## config.mk

```make
export PLATFORM = sky130hd
export DESIGN_NAME = if_fetch_unit
export DESIGN_NICKNAME = d
export VERILOG_FILES = /design/src/rtl/if_fetch_unit_pkg.sv /design/src/rtl/if_fetch_unit_fetch_buffer.sv /design/src/rtl/if_fetch_unit.sv
export SDC_FILE = /design/constraint.sdc
export NUM_CORES = 1
export LEC_CHECK = 0
export CAP_MARGIN = 20
export CORE_UTILIZATION = 53
export DETAILED_ROUTE_END_ITERATION = 12
export GPL_TIMING_DRIVEN = 0
export PLACE_DENSITY = 0.81
export SKIP_LAST_GASP = 1
export SYNTH_ARGS = -nofsm -noshare
export SYNTH_HDL_FRONTEND = slang
export SYNTH_HIERARCHICAL = 1
export SYNTH_SLANG_ARGS = --single-unit
```

## constraint.sdc

```tcl
create_clock -name clk -period 6.61 [get_ports clk]
set_clock_uncertainty 0.05 [all_clocks]
set_input_delay 1.322 -clock clk [delete_from_list [all_inputs] [get_ports clk]]
set_output_delay 1.322 -clock clk [all_outputs]
set_load 0.02 [all_outputs]
```

## src/rtl/if_fetch_unit_pkg.sv

```systemverilog
// Shared types and constants for the instruction-fetch front end.
package if_fetch_unit_pkg;

  localparam int XLEN = 32;
  localparam logic [XLEN-1:0] NOP_INST = 32'h0000_0013;

  typedef enum logic [1:0] {
    S_IDLE,
    S_REQ,
    S_WAIT,
    S_KILL
  } fetch_state_t;

endpackage

```

## src/rtl/if_fetch_unit_fetch_buffer.sv

```systemverilog
// DEPTH-entry FIFO of {pc, inst} pairs feeding the IF/ID register.
// When full, a push is accepted only together with a pop.
module fetch_buffer
  import if_fetch_unit_pkg::*;
#(
  parameter int DEPTH = 2
) (
  input  logic                    clk,
  input  logic                    rst,
  input  logic                    clear,
  input  logic                    push,
  input  logic [XLEN-1:0]         push_pc,
  input  logic [XLEN-1:0]         push_inst,
  input  logic                    pop,
  output logic [$clog2(DEPTH):0]  count,
  output logic                    head_valid,
  output logic [XLEN-1:0]         head_pc,
  output logic [XLEN-1:0]         head_inst
);

  localparam int AW = $clog2(DEPTH);
  localparam int CW = AW + 1;
  localparam logic [CW-1:0] FULL_COUNT = DEPTH[CW-1:0];

  logic [XLEN-1:0] pc_mem   [DEPTH];
  logic [XLEN-1:0] inst_mem [DEPTH];
  logic [AW-1:0]   rd_ptr, wr_ptr;
  logic            do_push, do_pop;

  assign head_valid = (count != '0);
  assign do_pop     = pop && head_valid && !clear;
  assign do_push    = push && !clear && ((count != FULL_COUNT) || do_pop);
  assign head_pc    = pc_mem[rd_ptr];
  assign head_inst  = inst_mem[rd_ptr];

  // NOTE: sequential state is written with <= so every flop samples pre-edge values.
  always_ff @(posedge clk) begin
    if (rst || clear) begin
      rd_ptr <= '0;
      wr_ptr <= '0;
      count  <= '0;
    end else begin
      if (do_push) wr_ptr <= wr_ptr + 1'b1;
      if (do_pop)  rd_ptr <= rd_ptr + 1'b1;
      case ({do_push, do_pop})
        2'b10:   count <= count + 1'b1;
        2'b01:   count <= count - 1'b1;
        default: count <= count;
      endcase
    end
  end

  // NOTE: storage is deliberately not reset; count gates every read of it.
  always_ff @(posedge clk) begin
    if (do_push) begin
      pc_mem[wr_ptr]   <= push_pc;
      inst_mem[wr_ptr] <= push_inst;
    end
  end

endmodule

```

## src/rtl/if_fetch_unit.sv

```systemverilog
// Fetch FSM, fetch PC and imem handshake; instructions queue in fetch_buffer
// and the head is presented to the IF/ID register.
module if_fetch_unit #(
  parameter logic [31:0] RESET_PC = 32'h0000_0000,
  parameter int          DEPTH    = 2,
  parameter logic [31:0] NOP_INST = if_fetch_unit_pkg::NOP_INST
) (
  input  logic        clk,
  input  logic        rst,
  input  logic        PC_EN_IF,
  input  logic        redirect_IF,
  input  logic [31:0] redirect_pc,
  output logic        imem_req,
  output logic [31:0] imem_addr,
  input  logic        imem_ready,
  input  logic        imem_rvalid,
  input  logic [31:0] imem_rdata,
  output logic [31:0] inst_IF,
  output logic [31:0] PC_IF,
  output logic        valid_IF
);

  import if_fetch_unit_pkg::*;

  localparam int CW = $clog2(DEPTH) + 1;
  localparam logic [CW:0] DEPTH_W = DEPTH[CW:0];

  fetch_state_t state, next_state;
  logic [31:0]  fetch_pc, next_pc, pc_plus4, last_pc;
  logic [31:0]  head_pc, head_inst;
  logic [CW-1:0] count;
  logic [CW:0]  occupancy;
  logic         head_valid, room, req, push, pop, clear;

  assign pc_plus4  = fetch_pc + 32'd4;
  // An outstanding fetch reserves a slot; same-cycle pops are not credited.
  assign occupancy = {1'b0, count} + {{CW{1'b0}}, (state == S_WAIT)};
  assign room      = occupancy < DEPTH_W;

  // NOTE: every always_comb output gets a default first so no latch is inferred.
  always_comb begin
    next_state = state;
    next_pc    = fetch_pc;
    req        = 1'b0;
    imem_addr  = fetch_pc;
    push       = 1'b0;
    pop        = 1'b0;
    clear      = 1'b0;
    if (redirect_IF) begin
      clear   = 1'b1;
      next_pc = redirect_pc & ~32'd3;
      case (state)
        S_WAIT, S_KILL: next_state = imem_rvalid ? S_IDLE : S_KILL;
        default:        next_state = S_IDLE;
      endcase
    end else begin
      pop = PC_EN_IF && head_valid;
      case (state)
        S_IDLE: begin
          if (room) begin
            req        = 1'b1;
            next_state = imem_ready ? S_WAIT : S_REQ;
          end
        end
        S_REQ: begin
          req = 1'b1;
          if (imem_ready) next_state = S_WAIT;
        end
        S_WAIT: begin
          if (imem_rvalid) begin
            push      = 1'b1;
            next_pc   = pc_plus4;
            imem_addr = pc_plus4;
            if (room) begin
              req        = 1'b1;
              next_state = imem_ready ? S_WAIT : S_REQ;
            end else begin
              next_state = S_IDLE;
            end
          end
        end
        S_KILL: begin
          if (imem_rvalid) next_state = S_IDLE;
        end
        default: next_state = S_IDLE;
      endcase
    end
  end

  assign imem_req = req && !rst;

  always_ff @(posedge clk) begin
    if (rst) begin
      state    <= S_IDLE;
      fetch_pc <= RESET_PC;
      last_pc  <= RESET_PC;
    end else begin
      state    <= next_state;
      fetch_pc <= next_pc;
      if (pop) last_pc <= head_pc;
    end
  end

  fetch_buffer #(
    .DEPTH (DEPTH)
  ) u_fetch_buffer (
    .clk        (clk),
    .rst        (rst),
    .clear      (clear),
    .push       (push),
    .push_pc    (fetch_pc),
    .push_inst  (imem_rdata),
    .pop        (pop),
    .count      (count),
    .head_valid (head_valid),
    .head_pc    (head_pc),
    .head_inst  (head_inst)
  );

  assign valid_IF = head_valid;
  assign PC_IF    = head_valid ? head_pc : last_pc;
  assign inst_IF  = head_valid ? head_inst : NOP_INST;

endmodule

```

==> metrics.cfg <==
[grt]
grt_overflow=0
grt_max_degree=65
grtUsageTotal_pct=22.94
grt_pass1_vias=6012
antenna_found_initial=0
grt_pass1_wl_um=31380

[run]
cap_violations=0

[synth]
synth_cells=744
yosysUniqueCellTypes=59
yosysSeqAreaShare_pct=56.65
synth_seq_cells=197
synth-main-ff-cell=edfxtp_1
avgSynthCellArea_um2=12.40
syn-cell-area_um2=9223
ys_warn_count=6
async_reset_ff_share_pct=0
synth_edf_count=128

[sta]
finalSetupViolations=0
final_max_slew_viol_count=0
min_period_ns=5.358
worst_pin_slew_ns=0.8965
period_share_pct=81.06
hold_viol_final=0
fmax_ghz=0.1866
slew_headroom_pct=40.23
setup_slack_ns=1.252
rsz0062_at_grt=no

[clock_network]
clockBufferDepth=2
clock-sinks=197
cts_hold_buf=0
path_clk_slew_ns=0.07
post-cts-setup-buffer-count=0
cts_buffers=17
clock_latency_ns=0.43
post_cts_resized=0
cts_root_buffer=clkbuf_16
htreeDepth=4
cts_tree=built

[floorplan]
io_pins=168
die_y_um=133.9
die_x_um=133.9
dieArea_um2=17930
start_util_pct=55.03
core_area_um2=16760
rows=47

[pwr]
ir_drop_uv=216.6
power_frac_comb_pct=6.9
power.density_nw_per_um2=211.1
p_int_mw=1.906
leakagePower_nw=4.081
switching_share_pct=23.11
pwr-share-clk_pct=38.6
p_seq_share_pct=54.5
p_total_mw=2.479
p_switching_uw=572.7

[place]
place_hpwl_um=14020
portBuffers=163
gp_congestion=0.8560
pre_cts_ws_ns=1.256
dp.cells=1134

[setup_path]
cp-end-kind=output pin
worstSetupPathType=primary input to output pin
crit_chain=clkdlybuf4s50_1, and4b_1, nand3_1, nor4_1, nand3_1, xnor2_1, clkdlybuf4s50_1
startpoint_type=primary input
path_delay_family=simple AND/OR/NAND/NOR gates
cp.required_ns=5.24
reg2reg_to=u_fetch_buffer/inst_mem[0][3]
worstPathBufferInverterCount=2
worstPathMaxFanout=6
rrSetupSlack_ns=2.93
rr_startpoint=u_fetch_buffer/count[1]
critPathMaxStageDelay_ns=0.68
critPathArrivalTime_ns=3.99
crit_slowest_cell=nor4_1
reg2reg_depth=9

[drt]
drt_pre_antenna_iters=4
initialDrtViolationCount=359
routedWlPerCell_um=17.17
via_count=6246
vias_per_cell=5.357
antenna_left=0
routed_wl_um=20020
drc=0

[hold_path]
holdCritPathClass=flop to flop
whs_path_depth=2
hold_end=last_pc[13]
hp-start=last_pc[13]

[finish]
fillers=1194
mostFrequentLayoutCell=clkdlybuf4s50_1
most-common-layout-cells=clkdlybuf4s50_1 (163), edfxtp_1 (128), nand2_1 (94), dfxtp_1 (69), mux2_4 (60)
finalNetCount=1004
drive_gt1_share_pct=17.12
area_growth_pct=27.32
fin_cells=1166
antenna_cells=0

[status]
status=completed

## metal layers
layer  routed length [um]  global-route usage (%)
met4                  351                   8.586
met3                 1274                   3.779
met2                 9729                   38.20
met5                    0                       0
met1                 8666                   30.12
## worst min-delay path: stages, from the launching register on
cell,delay [ns]
dfxtp_1,0.31
nand2_1,0.05
a21oi_1,0.05
## cells by family (layout without fill, tap and decap cells)
family	after synthesis	in the layout	share of synthesized area, %
AOI/OAI and AO/OA	78	78	5.250
other	1	6	0.04066
adders and majority gates	1	1	0.1356
buffers and inverters	55	252	3.676
muxes	100	100	14.61
xor gates and xnor gates	58	58	5.508
and+or+nand+nor	254	254	14.12
DFF	197	197	56.65
## Yosys cell counts, drive strengths merged (15+ instances only)
cell | instances | area, um2
dfxtp | 69 | 1381
clkbuf | 29 | 110.1
edfxtp | 128 | 3844
nor3 | 20 | 105.1
nand2 | 94 | 352.8
buf | 19 | 202.7
and2 | 32 | 200.2
a21oi | 45 | 229.0
nand3 | 15 | 75.07
a211oi | 21 | 162.6
mux2 | 97 | 1318
nor2 | 45 | 168.9
xnor2 | 34 | 297.8
xor2 | 24 | 210.2
## how the worst max path moves through the flow
| stage | to | from | cells past startpoint |
|---|---|---|---|
| floorplan | u_fetch_buffer/inst_mem[0][0] | redirect_IF | 8 |
| global placement | u_fetch_buffer/inst_mem[0][0] | redirect_IF | 9 |
| detailed placement | imem_addr[26] | imem_rvalid | 7 |
| CTS | imem_addr[26] | imem_rvalid | 7 |
| global route | imem_addr[30] | imem_rvalid | 7 |
| finish | imem_addr[26] | imem_rvalid | 7 |
## sequential cells by signal (all words and copies together) (netlist names), named ones only
signal                   flops
last_pc                     32
u_fetch_buffer/count         2
state                        2
u_fetch_buffer/wr_ptr        1
u_fetch_buffer/pc_mem       64
fetch_pc                    30
u_fetch_buffer/inst_mem     64
u_fetch_buffer/rd_ptr        1
## power by group through the flow
| stage | combinational [mW] | clock (mW) | sequential, mW |
|---|---|---|---|
| floorplan | 0.0817 | 0 | 1.37 |
| global placement | 0.168 | 0 | 1.38 |
| detailed placement | 0.170 | 0 | 1.38 |
| CTS | 0.172 | 0.968 | 1.35 |
| global route | 0.184 | 1.01 | 1.35 |
| finish | 0.172 | 0.956 | 1.35 |
## cell type report
type | count | area (um2) | area share, %
sequential | 197 | 5225 | 44.50
buffer | 48 | 312.8 | 2.664
tap | 220 | 275.3 | 2.344
clock inverter | 15 | 118.9 | 1.012
inverter | 7 | 26.28 | 0.2238
timing repair buffer | 165 | 1672 | 14.24
multi-input combinational | 497 | 3687 | 31.40
clock buffer | 17 | 425.4 | 3.623
## through the flow
stage	hold slack (ns)	setup TNS (ns)	util (%)	instance area [um2]
final	0.4042	0	70.06	11740
after global routing	0.4270	0	70.06	11740
after CTS	0.4032	0	70.06	11740
after detailed placement	0.3927	0	66.82	11200
after global placement	0.3831	-141.23	66.52	11150
after floorplan	0.3702	0	-	9241
Power figures use the tool's default switching activity.
